[src/rtl/i2c_bus_monitor.sv]
// rtl/i2c_bus_monitor.sv - I2C line synchroniser, glitch filter and START/STOP/busy detector
// Optional feature macro: I2C_BUS_TIMEOUT_EN (SCL-stuck-low bus timeout).
module i2c_bus_monitor #(
   parameter int FILTER_LEN     = 4,
   parameter int TIMEOUT_CYCLES = 50000
) (
   input  logic clk,
   input  logic rst,
   input  logic scl_i,
   input  logic sda_i,
   output logic scl_filt,
   output logic sda_filt,
   output logic scl_rise,
   output logic scl_fall,
   output logic start_det,
   output logic rep_start,
   output logic stop_det,
   output logic bus_busy,
   output logic bus_timeout
);

   localparam int            CW      = $clog2(FILTER_LEN) + 1;
   localparam logic [CW-1:0] CNT_MAX = CW'(FILTER_LEN - 1);

   typedef enum logic {IDLE, BUSY} state_t;

   state_t state_q, state_d;

   logic scl_sync1, scl_sync2, sda_sync1, sda_sync2;
   logic [CW-1:0] scl_cnt, sda_cnt;
   logic scl_prev, sda_prev;
   logic [1:0] fill;
   logic armed;
   logic lines_match;

   logic start_c, rep_c, stop_c, rise_c, fall_c, timeout_c;

   // Two-flop synchronisers, idle-high so reset looks like a released bus
   always_ff @(posedge clk) begin
      if (rst) begin
         scl_sync1 <= 1'b1;
         scl_sync2 <= 1'b1;
         sda_sync1 <= 1'b1;
         sda_sync2 <= 1'b1;
      end else begin
         scl_sync1 <= scl_i;
         scl_sync2 <= scl_sync1;
         sda_sync1 <= sda_i;
         sda_sync2 <= sda_sync1;
      end
   end

   // SCL glitch filter: a new level must persist FILTER_LEN cycles
   always_ff @(posedge clk) begin
      if (rst) begin
         scl_filt <= 1'b1;
         scl_cnt  <= '0;
      end else if (scl_sync2 == scl_filt) begin
         scl_cnt <= '0;
      end else if (scl_cnt == CNT_MAX) begin
         scl_filt <= scl_sync2;
         scl_cnt  <= '0;
      end else begin
         scl_cnt <= scl_cnt + CW'(1);
      end
   end

   // SDA glitch filter, identical to SCL
   always_ff @(posedge clk) begin
      if (rst) begin
         sda_filt <= 1'b1;
         sda_cnt  <= '0;
      end else if (sda_sync2 == sda_filt) begin
         sda_cnt <= '0;
      end else if (sda_cnt == CNT_MAX) begin
         sda_filt <= sda_sync2;
         sda_cnt  <= '0;
      end else begin
         sda_cnt <= sda_cnt + CW'(1);
      end
   end

   assign lines_match = (scl_sync2 == scl_filt) && (sda_sync2 == sda_filt);

   // Delayed copies of the filtered lines for edge detection, plus arming.
   // fill waits until sync2 holds real pin samples; arming then requires the
   // filters to agree with the pins, so a bus held low at reset release is
   // absorbed silently instead of looking like a START.
   always_ff @(posedge clk) begin
      if (rst) begin
         scl_prev <= 1'b1;
         sda_prev <= 1'b1;
         fill     <= 2'b00;
         armed    <= 1'b0;
      end else begin
         scl_prev <= scl_filt;
         sda_prev <= sda_filt;
         fill     <= {fill[0], 1'b1};
         if (fill[1] && lines_match)
            armed <= 1'b1;
      end
   end

`ifdef I2C_BUS_TIMEOUT_EN
   localparam logic [15:0] TO_MAX = 16'(TIMEOUT_CYCLES - 1);
   logic [15:0] to_cnt;

   // Counts SCL-low cycles while a transaction is open
   always_ff @(posedge clk) begin
      if (rst || state_q == IDLE || scl_filt || timeout_c)
         to_cnt <= '0;
      else
         to_cnt <= to_cnt + 16'd1;
   end

   // Registered timeout pulse
   always_ff @(posedge clk) begin
      if (rst)
         bus_timeout <= 1'b0;
      else
         bus_timeout <= timeout_c;
   end
`else
   localparam int unused_timeout_cycles = TIMEOUT_CYCLES;
   assign bus_timeout = 1'b0;
`endif

   // Condition decode and bus state next-state logic
   always_comb begin
      state_d   = state_q;
      start_c   = armed & scl_prev & scl_filt & sda_prev & ~sda_filt;
      stop_c    = armed & scl_prev & scl_filt & ~sda_prev & sda_filt;
      rise_c    = armed & ~scl_prev & scl_filt;
      fall_c    = armed & scl_prev & ~scl_filt;
      rep_c     = start_c & (state_q == BUSY);
      timeout_c = 1'b0;
`ifdef I2C_BUS_TIMEOUT_EN
      // A STOP in the same cycle wins over the timeout
      timeout_c = armed & (state_q == BUSY) & ~scl_filt & (to_cnt == TO_MAX) & ~stop_c;
`endif
      case (state_q)
         IDLE: if (start_c) state_d = BUSY;
         BUSY: if (stop_c || timeout_c) state_d = IDLE;
         default: state_d = IDLE;
      endcase
   end

   // Bus state register
   always_ff @(posedge clk) begin
      if (rst)
         state_q <= IDLE;
      else
         state_q <= state_d;
   end

   // Registered one-cycle event pulses
   always_ff @(posedge clk) begin
      if (rst) begin
         scl_rise  <= 1'b0;
         scl_fall  <= 1'b0;
         start_det <= 1'b0;
         rep_start <= 1'b0;
         stop_det  <= 1'b0;
      end else begin
         scl_rise  <= rise_c;
         scl_fall  <= fall_c;
         start_det <= start_c;
         rep_start <= rep_c;
         stop_det  <= stop_c;
      end
   end

   assign bus_busy = (state_q == BUSY);

endmodule

[config.mk]
export PLATFORM = sky130hd
export DESIGN_NAME = i2c_bus_monitor
export DESIGN_NICKNAME = d
export VERILOG_FILES = /design/src/rtl/i2c_bus_monitor.sv
export SDC_FILE = /design/constraint.sdc
export NUM_CORES = 1
export LEC_CHECK = 0
export ABC_AREA = 1
export CAP_MARGIN = 20
export CORE_UTILIZATION = 51
export CTS_BUF_LIST = sky130_fd_sc_hd__clkbuf_2
export DETAILED_ROUTE_END_ITERATION = 8
export HOLD_SLACK_MARGIN = 0.08
export PLACE_DENSITY = 0.84
export SYNTH_ARGS = -nofsm -noshare
export SYNTH_HDL_FRONTEND = slang
export SYNTH_SLANG_ARGS = --single-unit
export TNS_END_PERCENT = 30
[constraint.sdc]
create_clock -name clk -period 1.19 [get_ports clk]
set_input_delay 0.119 -clock clk [delete_from_list [all_inputs] [get_ports clk]]
set_output_delay 0.119 -clock clk [all_outputs]
set_load 0.005 [all_outputs]
======== Yosys cells after proc, flatten, opt, wreduce, memory -nomap -nowiden ========
Cells that the tools add are included.
word-level totals
  flip-flop bits (word level) ............. 23
  input port bits ......................... 4
operators by class
  equality and inequality tests ........... 4
  bitwise logic cells ..................... 17
  mux-type cells .......................... 4
  reduce and logical (&&, ||, !) cells .... 6
  add/subtract/negate cells ............... 2
operators with widths
  cell                 number
  $and 1x1->1          10
  $not 1->1            7
  $add 3x1->3 const B  2
  $eq 3x2->1 const B   2
  $reduce_or 3->1      2
  $reduce_and 2->1     2
  $mux 1               3
  $eq 1x1->1           2
  $logic_and 1x1->1    2
  $pmux 1 s2           1

======== Depth between registers and ports, before layout ========
Gate-level depths: netlist of run 1.
  word-level depth ........................ 6
  mapped depth ............................ 5

======== Worst setup path after synthesis of run 1 ========
OpenSTA, ideal clock, no wires.
  path kind ............................... reg-to-reg
  start ................................... reg scl_cnt[0]
  end ..................................... reg scl_cnt[0]
  stages on the path, launching flop included .. 6
  required time ........................... 1.125 ns
  path slack .............................. 0.181 ns
  data arrival time ....................... 0.944 ns
  cell sequence ........................... dfxtp_1 > ha_1 > ha_1 > nor2_1 > nand3_1 > nor2_1
between the ends
  cells in the longest elaborated chain, start to end .. 2
  elaborated cells between the ends (all ways) .. 3
RTL lines
  item                                                                 RTL line  text
  start, declared                                                      30        logic [CW-1:0] scl_cnt, sda_cnt;
  start signal, assigned                                               64        scl_cnt <= scl_cnt + CW'(1);
  parallel branches: the longest is 2 deep, another holds $add 3x1->3  --
Several ways; the timed one is not identified.
A chain may end at the register's enable or synchronous reset.

======== Worst setup path in the final report of run 1 ========
  start ................................... reg sda_cnt[0]
  end ..................................... reg sda_cnt[2]
between the ends
  cells in the longest elaborated chain, start to end .. 2
  elaborated cells between the ends (all ways) .. 3
RTL lines
  item                                                                 RTL line  text
  start, declared                                                      30
  start signal, assigned                                               79        sda_cnt <= sda_cnt + CW'(1);
  parallel branches: the longest is 2 deep, another holds $add 3x1->3  --
Several ways; the timed one is not identified.

==> results of run 1 <==
power by group through the flow:
stage | Sequential (W) | Combinational [W] | Clock (W)
6_report | 0.000791 | 0.0000480 | 0.000297
3_5_place_dp | 0.000807 | 0.0000489 | 0
4_1_cts | 0.000791 | 0.0000490 | 0.000307
3_3_place_gp | 0.000806 | 0.0000464 | 0
2_1_floorplan | 0.000806 | 0.0000349 | 0
5_1_grt | 0.000794 | 0.0000553 | 0.000342
critical path: cells and delay by family (launching register included):
family        cells  cell delay [ns]
fa+ha+maj         2             0.40
flops             1             0.36
simple gates      3             0.32
metrics by stage:
stage / utilization (%) / setup WS [ns] / TNS, ns / instance area, um2
after floorplan: - / 0.181 / 0 / 781
after global placement: 65.8 / 0.0773 / 0 / 898
after detailed placement: 65.8 / 0.0543 / 0 / 898
after CTS: 67.3 / 0.0402 / 0 / 920
after global routing: 67.7 / -0.0112 / -0.0194 / 925
final: 67.7 / 0.0696 / 0 / 925
timing repair:
action | CTS | global route
buffers inserted | 1 | 0
setup endpoints to repair | 8 | 6
resized for setup | 11 | 3
pin swaps | 0 | 3
Yosys cell counts:
cell type,count
sky130_fd_sc_hd__dfxtp_1,23
sky130_fd_sc_hd__nor2_1,13
sky130_fd_sc_hd__nand2_1,11
sky130_fd_sc_hd__inv_1,10
sky130_fd_sc_hd__ha_1,4
sky130_fd_sc_hd__a21oi_1,3
sky130_fd_sc_hd__nand3_1,3
sky130_fd_sc_hd__or2_2,3
sky130_fd_sc_hd__inv_2,2
sky130_fd_sc_hd__o21ai_0,2
sky130_fd_sc_hd__a21oi_2,1
sky130_fd_sc_hd__buf_4,1
sky130_fd_sc_hd__buf_6,1
sky130_fd_sc_hd__conb_1,1
sky130_fd_sc_hd__nand3_2,1
sky130_fd_sc_hd__nor2_2,1
sky130_fd_sc_hd__nor3_2,1
sky130_fd_sc_hd__nor4_2,1
sky130_fd_sc_hd__or2_1,1
kinds of logic after synthesis:
logic type                 count (synthesis)  share of synthesized area [%]
other                                      1                          0.480
AOI/OAI and AO/OA                          6                           4.33
buffers and inverters                     14                           8.17
and+or+nand+nor                           35                           21.6
DFF                                       23                           59.0
adders and majority gates                  4                           6.41
area by class of cell:
class                   instances  area, um2  share of cell area [%]
clock buffers                   4       20.0                    2.17
flip-flops and latches         23        467                    50.5
multi-input cells              46        259                    28.0
repair buffers                 13        115                    12.4
well taps                      15       18.8                    2.03
inverters                      12       45.0                    4.87
path summary, 6_finish.rpt:
check | from | to | cells past startpoint
min | sda_i | sda_sync1$_SDFF_PP1_ | 2
min reg2reg | sda_cnt[0]$_SDFF_PP0_ | sda_cnt[0]$_SDFF_PP0_ | 1
max reg2reg | sda_cnt[0]$_SDFF_PP0_ | sda_cnt[2]$_SDFF_PP0_ | 5
max | sda_cnt[0]$_SDFF_PP0_ | sda_cnt[2]$_SDFF_PP0_ | 5
per-layer routing:
layer / global-route usage, % / up-vias / wire [um]
li1: - / 283 / -
met1: 17.6 / 248 / 445
met2: 28.1 / 14 / 503
met3: 4.89 / 2 / 44
met4: 10.5 / 0 / 12
met5: 0 / - / 0
==> impl_results.rst, run 1 <==
.. list-table::
   :header-rows: 1

   * - Metric
     - Value
   * - Run status
     - completed
   * - Peak ir drop on the vdd network
     - slightly below 0.9 mV
   * - Top library cells by usage in the layout, fill and taps aside
     - sky130_fd_sc_hd__dfxtp_1, sky130_fd_sc_hd__nor2_1, sky130_fd_sc_hd__nand2_1, sky130_fd_sc_hd__inv_1, sky130_fd_sc_hd__dlygate4sd2_1
   * - Post-Synthesis Cells
     - 83
   * - Via Count
     - about 550
   * - Die outline area
     - 1690 um2
   * - Total CTS buffers
     - 3
   * - Number of global-route vias before repair
     - about 470
   * - Top cell type's share of synthesized area
     - 59.0%
   * - Clock skew after layout
     - 0.0142 ns
   * - Final count of pins violating max slew
     - 0
   * - Number of routed nets with antenna violations
     - 0
   * - Mean number of vias per cell
     - between 4 and 5
   * - Number of rows in the core area
     - 13
   * - Number of I/O pins
     - 13
   * - Total power divided by cell area
     - approximately 1200 nW/um2
   * - Combinational Power Share
     - roughly 4.2%
   * - Final number of setup-violating endpoints
     - 0
   * - Maximum number of pins on one net before global-route repair
     - 17
   * - Number of warnings reported in the yosys synthesis log
     - 0
   * - Clock power frac
     - between 20% and 30%
   * - Max-cap violation count
     - 0
   * - Power after layout
     - 0.00114 W
   * - Final-stage net count
     - roughly 110
   * - Core region area
     - 1370 um2
   * - Horiz. Die Dim
     - 41.1 um
   * - Max Fclk
     - between 0.8 and 0.9 GHz
   * - TritonCTS clock tree
     - built
   * - Arrival time worst endpoint
     - about 1.4 ns
   * - Leakage
     - 0.431 nW
   * - Leading cell type in the layout, fill and taps excluded
     - sky130_fd_sc_hd__dfxtp_1
   * - Final weighted congestion of routability-driven global placement
     - around 0.74
   * - Post-synth top area cell
     - sky130_fd_sc_hd__dfxtp_1
   * - Post-detailed-route DRC marker count
     - 0
   * - Fill cell instance count of the final layout
     - 121
   * - Clock Latency Late Sink
     - just over 0.3 ns
   * - Final critical delay including setup and external delays
     - between 1 and 1.5 ns
   * - HPWL Detailed
     - about 770 um
   * - Post-synthesis cell area
     - approximately 780 um2
   * - Internal power component
     - 0.000898 W
   * - Root buffer cell
     - sky130_fd_sc_hd__clkbuf_2
   * - First-pass DRT Iterations
     - 2
   * - Clk slew on worst S/H paths
     - roughly 0.20 ns
   * - Endpoint kind of the worst setup timing path
     - register
   * - DR iter-0 viols
     - 3
   * - WL final
     - 1010 um
   * - Net load switching power
     - around 0.00024 W
   * - Setup repair after global routing missed its margin
     - true
   * - Final hold vios
     - 0
   * - Maximum single-stage delay on the critical path
     - 0.36 ns
   * - Fin Hold WS
     - 0.348 ns
   * - Kind of path behind the tightest hold check
     - input port to register
   * - Average detailed-routed wire length per instance
     - a little under 9 um
   * - Critical Path Start Type
     - register
   * - Fraction of layout cells with a size suffix above 1
     - ~22%
   * - H-tree depth
     - 1
   * - Slowest-stage cell, CP
     - sky130_fd_sc_hd__dfxtp_2
   * - Total number of clock tree sinks
     - 23
   * - Buffers on Ports
     - 11
   * - Starting density of the core
     - a little under three fifths
   * - Syn_area_per_cell
     - about 9.4 um2
   * - Critical path type
     - register to register
   * - Die Y
     - a little over 40 um
   * - Critical-path cell list
     - ha_1 -> ha_1 -> nor2_1 -> nand3_1 -> nor2_1
   * - Post-route insts no fill
     - between 100 and 150
   * - First-pass GRT wire length
     - approximately 1800 um
   * - Switching power as a share of total power
     - 21.0%
   * - Proportion of synthesized chip area in sequential cells
     - a little under 60%
   * - GRT Util Overall
     - ~17%
   * - Hold-fix buffer count after cts
     - 0
   * - Reg power frac
     - between 60% and 70%
   * - Number of unique standard cell types used by synthesis
     - 19
   * - Maximum buffer depth of the clock tree
     - 2
   * - Diode insertion count for antenna repair
     - 0
   * - Worst-path maximum fanout
     - 3
   * - Ranking of synthesized cells by area
     - sky130_fd_sc_hd__dfxtp_1, sky130_fd_sc_hd__ha_1, sky130_fd_sc_hd__nor2_1
   * - Post-synth net total
     - between 90 and 100
   * - Antenna violations before repair
     - 0
   * - Flop and latch count out of synthesis
     - 23
   * - Placed cell count
     - 108
   * - Top Registers
     - scl_cnt x3, sda_cnt x3, fill x2
   * - Period Utilization, post-route
     - a little over nine tenths
   * - Data required time of the critical path
     - approximately 1.5 ns
   * - Total gr overflow
     - 0
   * - Area Overhead vs Synth
     - 18.4%
   * - Register-to-register setup slack
     - between 0.06 and 0.07 ns
Note: power is estimated with default switching activity, not from simulation.
==> inputs of run 2 (changes only) <==
- HOLD_SLACK_MARGIN: 0.08 -> not set
==> results of run 2 <==
No change in the layout: final DEF, timing and power equal those of run 1.
